## config.mk

```make
export PLATFORM = sky130hd
export DESIGN_NAME = systolic_job_sched
export DESIGN_NICKNAME = d
export VERILOG_FILES = /design/src/rtl/systolic_job_sched.sv
export SDC_FILE = /design/constraint.sdc
export NUM_CORES = 1
export LEC_CHECK = 0
export CAP_MARGIN = 20
export CORE_ASPECT_RATIO = 2
export CORE_MARGIN = 2
export CORE_UTILIZATION = 45
export DETAILED_ROUTE_END_ITERATION = 8
export HOLD_SLACK_MARGIN = 0.03
export PLACE_DENSITY = 0.79
export SYNTH_ARGS = -nofsm -noshare
export SYNTH_HDL_FRONTEND = slang
export SYNTH_SLANG_ARGS = --single-unit
```

## constraint.sdc

```tcl
create_clock -name clk -period 9.21 [get_ports clk]
set_clock_uncertainty 0.15 [all_clocks]
set_input_delay 1.3815 -clock clk [delete_from_list [all_inputs] [get_ports clk]]
set_output_delay 1.3815 -clock clk [all_outputs]
set_load 0.005 [all_outputs]
```

## src/rtl/systolic_job_sched.sv

```systemverilog
// Job-level scheduler for an N1 x N2 systolic MAC array computing one M x M
// by M x M product. Walks every (row-block, col-block) tile pair, streams M
// operand slices per tile, counts returning result beats and reports done,
// timeout or overflow. Every output is a flop.
module systolic_job_sched #(
    parameter int N1       = 4,
    parameter int N2       = 4,
    parameter int M        = 8,
    parameter int DRAIN_TO = 64,
    localparam int AW_A    = $clog2(M * M / N1),
    localparam int AW_B    = $clog2(M * M / N2),
    localparam int RB      = M / N1,
    localparam int CB      = M / N2,
    localparam int RW      = (RB > 1) ? $clog2(RB) : 1,
    localparam int CW      = (CB > 1) ? $clog2(CB) : 1,
    localparam int RCW     = $clog2(M * M + 1)
) (
    input  logic            clk,
    input  logic            rst,
    input  logic            start,
    input  logic            feed_stall,
    input  logic [N1-1:0]   valid_D,
    output logic            busy,
    output logic            done,
    output logic            err_timeout,
    output logic            err_overflow,
    output logic            feed_en,
    output logic            tile_init,
    output logic [AW_A-1:0] rd_addr_A,
    output logic [AW_B-1:0] rd_addr_B,
    output logic [RW-1:0]   tile_r,
    output logic [CW-1:0]   tile_c,
    output logic [RCW-1:0]  res_cnt
);

    localparam int KW = (M > 1) ? $clog2(M) : 1;
    localparam int MM = M * M;
    localparam int DW = $clog2(DRAIN_TO + 1);
    localparam int PW = $clog2(N1 + 1);

    typedef enum logic [1:0] {
        S_IDLE,
        S_FEED,
        S_DRAIN,
        S_DONE
    } state_t;

    state_t          state_q, state_d;
    logic [KW-1:0]   k_q, k_d;
    logic [RW-1:0]   r_q, r_d;
    logic [CW-1:0]   c_q, c_d;
    logic [DW-1:0]   drain_q, drain_d;
    logic [RCW-1:0]  res_cnt_q, res_cnt_d;
    logic            err_timeout_q, err_timeout_d;
    logic            err_overflow_q, err_overflow_d;
    logic            busy_q, busy_d;
    logic            done_q, done_d;
    logic            feed_en_q, feed_en_d;
    logic            tile_init_q, tile_init_d;
    logic [AW_A-1:0] rd_addr_a_q, rd_addr_a_d;
    logic [AW_B-1:0] rd_addr_b_q, rd_addr_b_d;

    logic [PW-1:0]   beats;
    logic [RCW:0]    sum;
    logic            last_beat;

    // Number of rows presenting a valid result this cycle.
    always_comb begin
        beats = '0;
        for (int i = 0; i < N1; i++) begin
            beats = beats + PW'(valid_D[i]);
        end
    end

    // Next-state, tile walk, result counting and registered-output values.
    always_comb begin
        // NOTE: every variable gets a default before any branch, so no path
        // leaves one unassigned and no latch is inferred.
        state_d        = state_q;
        k_d            = k_q;
        r_d            = r_q;
        c_d            = c_q;
        drain_d        = drain_q;
        res_cnt_d      = res_cnt_q;
        err_timeout_d  = err_timeout_q;
        err_overflow_d = err_overflow_q;
        feed_en_d      = 1'b0;
        sum            = {1'b0, res_cnt_q} + (RCW + 1)'(beats);

        // The beat currently on the address outputs is the final one of the job.
        last_beat = (k_q == KW'(M - 1)) && (c_q == CW'(CB - 1)) && (r_q == RW'(RB - 1));

        // Result beats only count while the job is in flight; saturate at M*M.
        if (state_q == S_FEED || state_q == S_DRAIN) begin
            if (sum > (RCW + 1)'(MM)) begin
                res_cnt_d      = RCW'(MM);
                err_overflow_d = 1'b1;
            end else begin
                res_cnt_d = sum[RCW-1:0];
            end
        end

        case (state_q)
            S_IDLE: begin
                if (start) begin
                    state_d        = S_FEED;
                    k_d            = '0;
                    r_d            = '0;
                    c_d            = '0;
                    res_cnt_d      = '0;
                    err_timeout_d  = 1'b0;
                    err_overflow_d = 1'b0;
                    feed_en_d      = 1'b1;
                end
            end
            S_FEED: begin
                if (last_beat) begin
                    state_d = S_DRAIN;
                    drain_d = '0;
                end else if (!feed_stall) begin
                    feed_en_d = 1'b1;
                    // k is the innermost loop, then c, then r.
                    if (k_q == KW'(M - 1)) begin
                        k_d = '0;
                        if (c_q == CW'(CB - 1)) begin
                            c_d = '0;
                            r_d = r_q + RW'(1);
                        end else begin
                            c_d = c_q + CW'(1);
                        end
                    end else begin
                        k_d = k_q + KW'(1);
                    end
                end
            end
            S_DRAIN: begin
                if (res_cnt_d == RCW'(MM)) begin
                    state_d = S_DONE;
                end else if (drain_q == DW'(DRAIN_TO - 1)) begin
                    state_d       = S_DONE;
                    err_timeout_d = 1'b1;
                end else begin
                    drain_d = drain_q + DW'(1);
                end
            end
            S_DONE: begin
                state_d = S_IDLE;
            end
            default: begin
                state_d = S_IDLE;
            end
        endcase

        busy_d      = (state_d == S_FEED) || (state_d == S_DRAIN);
        done_d      = (state_d == S_DONE);
        tile_init_d = feed_en_d && (k_d == KW'(M - 1));
        // Addresses follow the held k/r/c, so they freeze whenever feeding stops.
        rd_addr_a_d = AW_A'(int'(r_d) * M + int'(k_d));
        rd_addr_b_d = AW_B'(int'(c_d) * M + int'(k_d));
    end

    // State and output registers with synchronous active-high reset.
    always_ff @(posedge clk) begin
        // NOTE: non-blocking assignments so every flop samples the values from
        // before this edge, regardless of statement order.
        if (rst) begin
            state_q        <= S_IDLE;
            k_q            <= '0;
            r_q            <= '0;
            c_q            <= '0;
            drain_q        <= '0;
            res_cnt_q      <= '0;
            err_timeout_q  <= 1'b0;
            err_overflow_q <= 1'b0;
            busy_q         <= 1'b0;
            done_q         <= 1'b0;
            feed_en_q      <= 1'b0;
            tile_init_q    <= 1'b0;
            rd_addr_a_q    <= '0;
            rd_addr_b_q    <= '0;
        end else begin
            state_q        <= state_d;
            k_q            <= k_d;
            r_q            <= r_d;
            c_q            <= c_d;
            drain_q        <= drain_d;
            res_cnt_q      <= res_cnt_d;
            err_timeout_q  <= err_timeout_d;
            err_overflow_q <= err_overflow_d;
            busy_q         <= busy_d;
            done_q         <= done_d;
            feed_en_q      <= feed_en_d;
            tile_init_q    <= tile_init_d;
            rd_addr_a_q    <= rd_addr_a_d;
            rd_addr_b_q    <= rd_addr_b_d;
        end
    end

    assign busy         = busy_q;
    assign done         = done_q;
    assign err_timeout  = err_timeout_q;
    assign err_overflow = err_overflow_q;
    assign feed_en      = feed_en_q;
    assign tile_init    = tile_init_q;
    assign rd_addr_A    = rd_addr_a_q;
    assign rd_addr_B    = rd_addr_b_q;
    assign tile_r       = r_q;
    assign tile_c       = c_q;
    assign res_cnt      = res_cnt_q;

endmodule

```

==> out/metrics.csv <==
metric,value,unit
status,finished clean,
core_area,3760,um^2
synth_fa_ha_area_share,9.94,%
htreeDepth,1,
cts_root_buffer,clkbuf_8,
grt_usage,17.7,%
hpwlAfterDp,2.68,mm
cts_resized,0,
synth_cells,205,
drive_above_1_share,6.28,%
initial_utilization,46.2,%
ys.flop_type,dfxtp_1,
die_h,91.9,um
instances_no_fill,274,
clkTransAtPathRegs,0.09,ns
firstDrtPassIters,4,
remaining_drc_errors,0,
worstSetupEndpointType,register,
postLayoutCoreUtil,54.4,%
async_reset_ff_share,0,%
place.gp.congestion,0.872,
vdd_ir_drop_max,0.0755,mV
yosysTopAreaCell,dfxtp_1,
grt_max_degree,23,
routed-via-count,1508,
drv_cap,0,
avgSynthCellArea,8.48,um^2
synth-edff-count,0,
num_io_pins,31,
synthTopCellsByArea,"dfxtp_1 (31%), ha_1 (6.5%), a21oi_1 (4.9%)",
synth.ff_latch_count,27,
postCtsSetupBuffers,0,
finalHoldWorstSlack,0.304,ns
synth_top_family_by_area,simple AND/OR/NAND/NOR gates,
antenna_cells,0,
post-place-cells,270,
ctsHoldBuffers,0,
cts_made_buffers,3,
setup_tns,0,ns
holdCritPathClass,register to register,
die_x,47.9,um
clock_path_buffers,2,
synth-compound-area-share,19.8,%
worstSetupPathType,input pin to register,
rsz0062_at_grt,no,
synth_cell_type_count,54,
area_growth_syn_to_layout,17.9,%
max_freq,0.218,GHz
muxShareOfSynthArea,1.15,%
first_global_vias,1403,
wl_per_cell,12.8,um
crit_arrival,4.57,ns
path_max_fanout,7,
ys_warn_count,0,
setup_viol,0,
nets,244,
synthXorXnorAreaFrac,1.51,%
synth_fp_nets,225,
crit_path_start_kind,input pin,
fin_crit,4.58,ns
grt_pass1_wl,6.00,mm
synth_seq_area_share,31.1,%
finalCritPeriodShare,49.7,%
overflow,0,
synth_area,1740,um^2
synth.top_cell.area_share,31.1,%
powerDensity,114,nW/um^2
fp-row-count,32,
finalPower,234,uW
ant_nets,0,
required,9.20,ns
die_area,4410,um^2
relSlewSlack,48.6,%
yosysMostFrequentCell,dfxtp_1,
wl,3.51,mm
routed_via_density,5.50,
grt_antenna_before_repair,0,
p_leak,0.713,nW
hold_viol_final,0,
cts.sinks,27,
worst_pin_slew,0.769,ns
slew_viol_final,0,
cts_tree,built,
io_buffer_count,30,
synth-simple-area-share,27.9,%
ys_top_cells_by_count,"dfxtp_1 (27), nand2_1 (19), a21oi_1 (17)",
drt_iter0_markers,35,
clk_latency,0.27,ns
==> flip-flops by register name, indices dropped and copies added, names as in the netlist, named ones only <==
register,count
err_overflow,1
res_cnt,7
feed_en,1
tile_init,1
state_q,2
rd_addr_A,1
done,1
k_q,2
drain_q,7
busy,1
err_timeout,1
==> layout make-up <==
| type | instances | area, um^2 |
|---|---|---|
| fill | 380 | 1720 |
| multi-input combinational | 149 | 1050 |
| sequential | 27 | 541 |
| timing repair buffer | 30 | 300 |
| tap | 51 | 63.8 |
| inverter | 13 | 48.8 |
| clock buffer | 3 | 41.3 |
| clock inverter | 1 | 5.00 |
==> kinds of logic after synthesis <==
kind of cell,Yosys count
simple gates,81
flops,27
buf+inv,29
xor+xnor,3
mux,2
fa+ha+maj,12
compound gates,51
==> path summary, 6_finish.rpt <==
path / from / to / slack [ns] / depth (start not counted)
hold / removal: err_overflow$_SDFF_PP0_ / err_overflow$_SDFF_PP0_ / 0.30 / 2
hold reg to reg: err_overflow$_SDFF_PP0_ / err_overflow$_SDFF_PP0_ / 0.30 / 2
setup reg to reg: res_cnt[0]$_SDFF_PP0_ / busy$_SDFF_PP0_ / 6.25 / 10
setup / recovery: valid_D[0] / busy$_SDFF_PP0_ / 4.63 / 12
==> report_power, final <==
part	total (mW)	internal, mW	switching, mW
Combinational	0.0469	0.0220	0.0249
Clock	0.0657	0.0303	0.0355
Sequential	0.122	0.119	0.00259
Total	0.234	0.172	0.0629
==> worst max-delay path, cell delays in order <==
cell	delay (ns)
clkdlybuf4s50_1	0.43
fa_1	0.53
inv_1	0.05
fa_1	0.39
inv_1	0.08
fa_1	0.26
and4_4	0.29
and4_1	0.27
a211oi_4	0.12
o32a_1	0.37
ha_1	0.27
nor2b_1	0.12
==> stage by stage <==
| step | area, um^2 | setup slack [ns] |
|---|---|---|
| CTS | 2050 | 4.62 |
| floorplan | 1740 | 4.96 |
| finish | 2050 | 4.63 |
| detailed placement | 2000 | 4.33 |
| global route | 2050 | 4.50 |
| global placement | 2000 | 4.40 |
==> layout by cell type (no fill, tap or decap), drive strengths merged, types with 2 or more instances in the layout <==
cell type / n
nor3: 4
a211oi: 2
nor3b: 4
xnor2: 2
and4: 2
a21oi: 17
dfxtp: 27
a22oi: 2
nand3b: 3
or3: 3
fa: 3
or4b: 4
nor2: 9
mux2i: 2
a31oi: 4
nand2: 20
clkbuf: 3
nor2b: 6
clkdlybuf4s50: 30
a211o: 3
ha: 9
nand2b: 8
a221oi: 2
nand3: 10
inv: 13
o41ai: 2
o21ai: 13
==> layer usage <==
layer	routed length [um]	vias to the layer above	part of all wire, %	global-route usage, %
met5	0	-	0	0
met4	64	0	1.8	8.78
met3	155	7	4.4	3.15
met2	1740	46	50	27.1
met1	1550	691	44	22.7
li1	-	764	-	-
No activity file was read; power rests on OpenSTA's default activity.
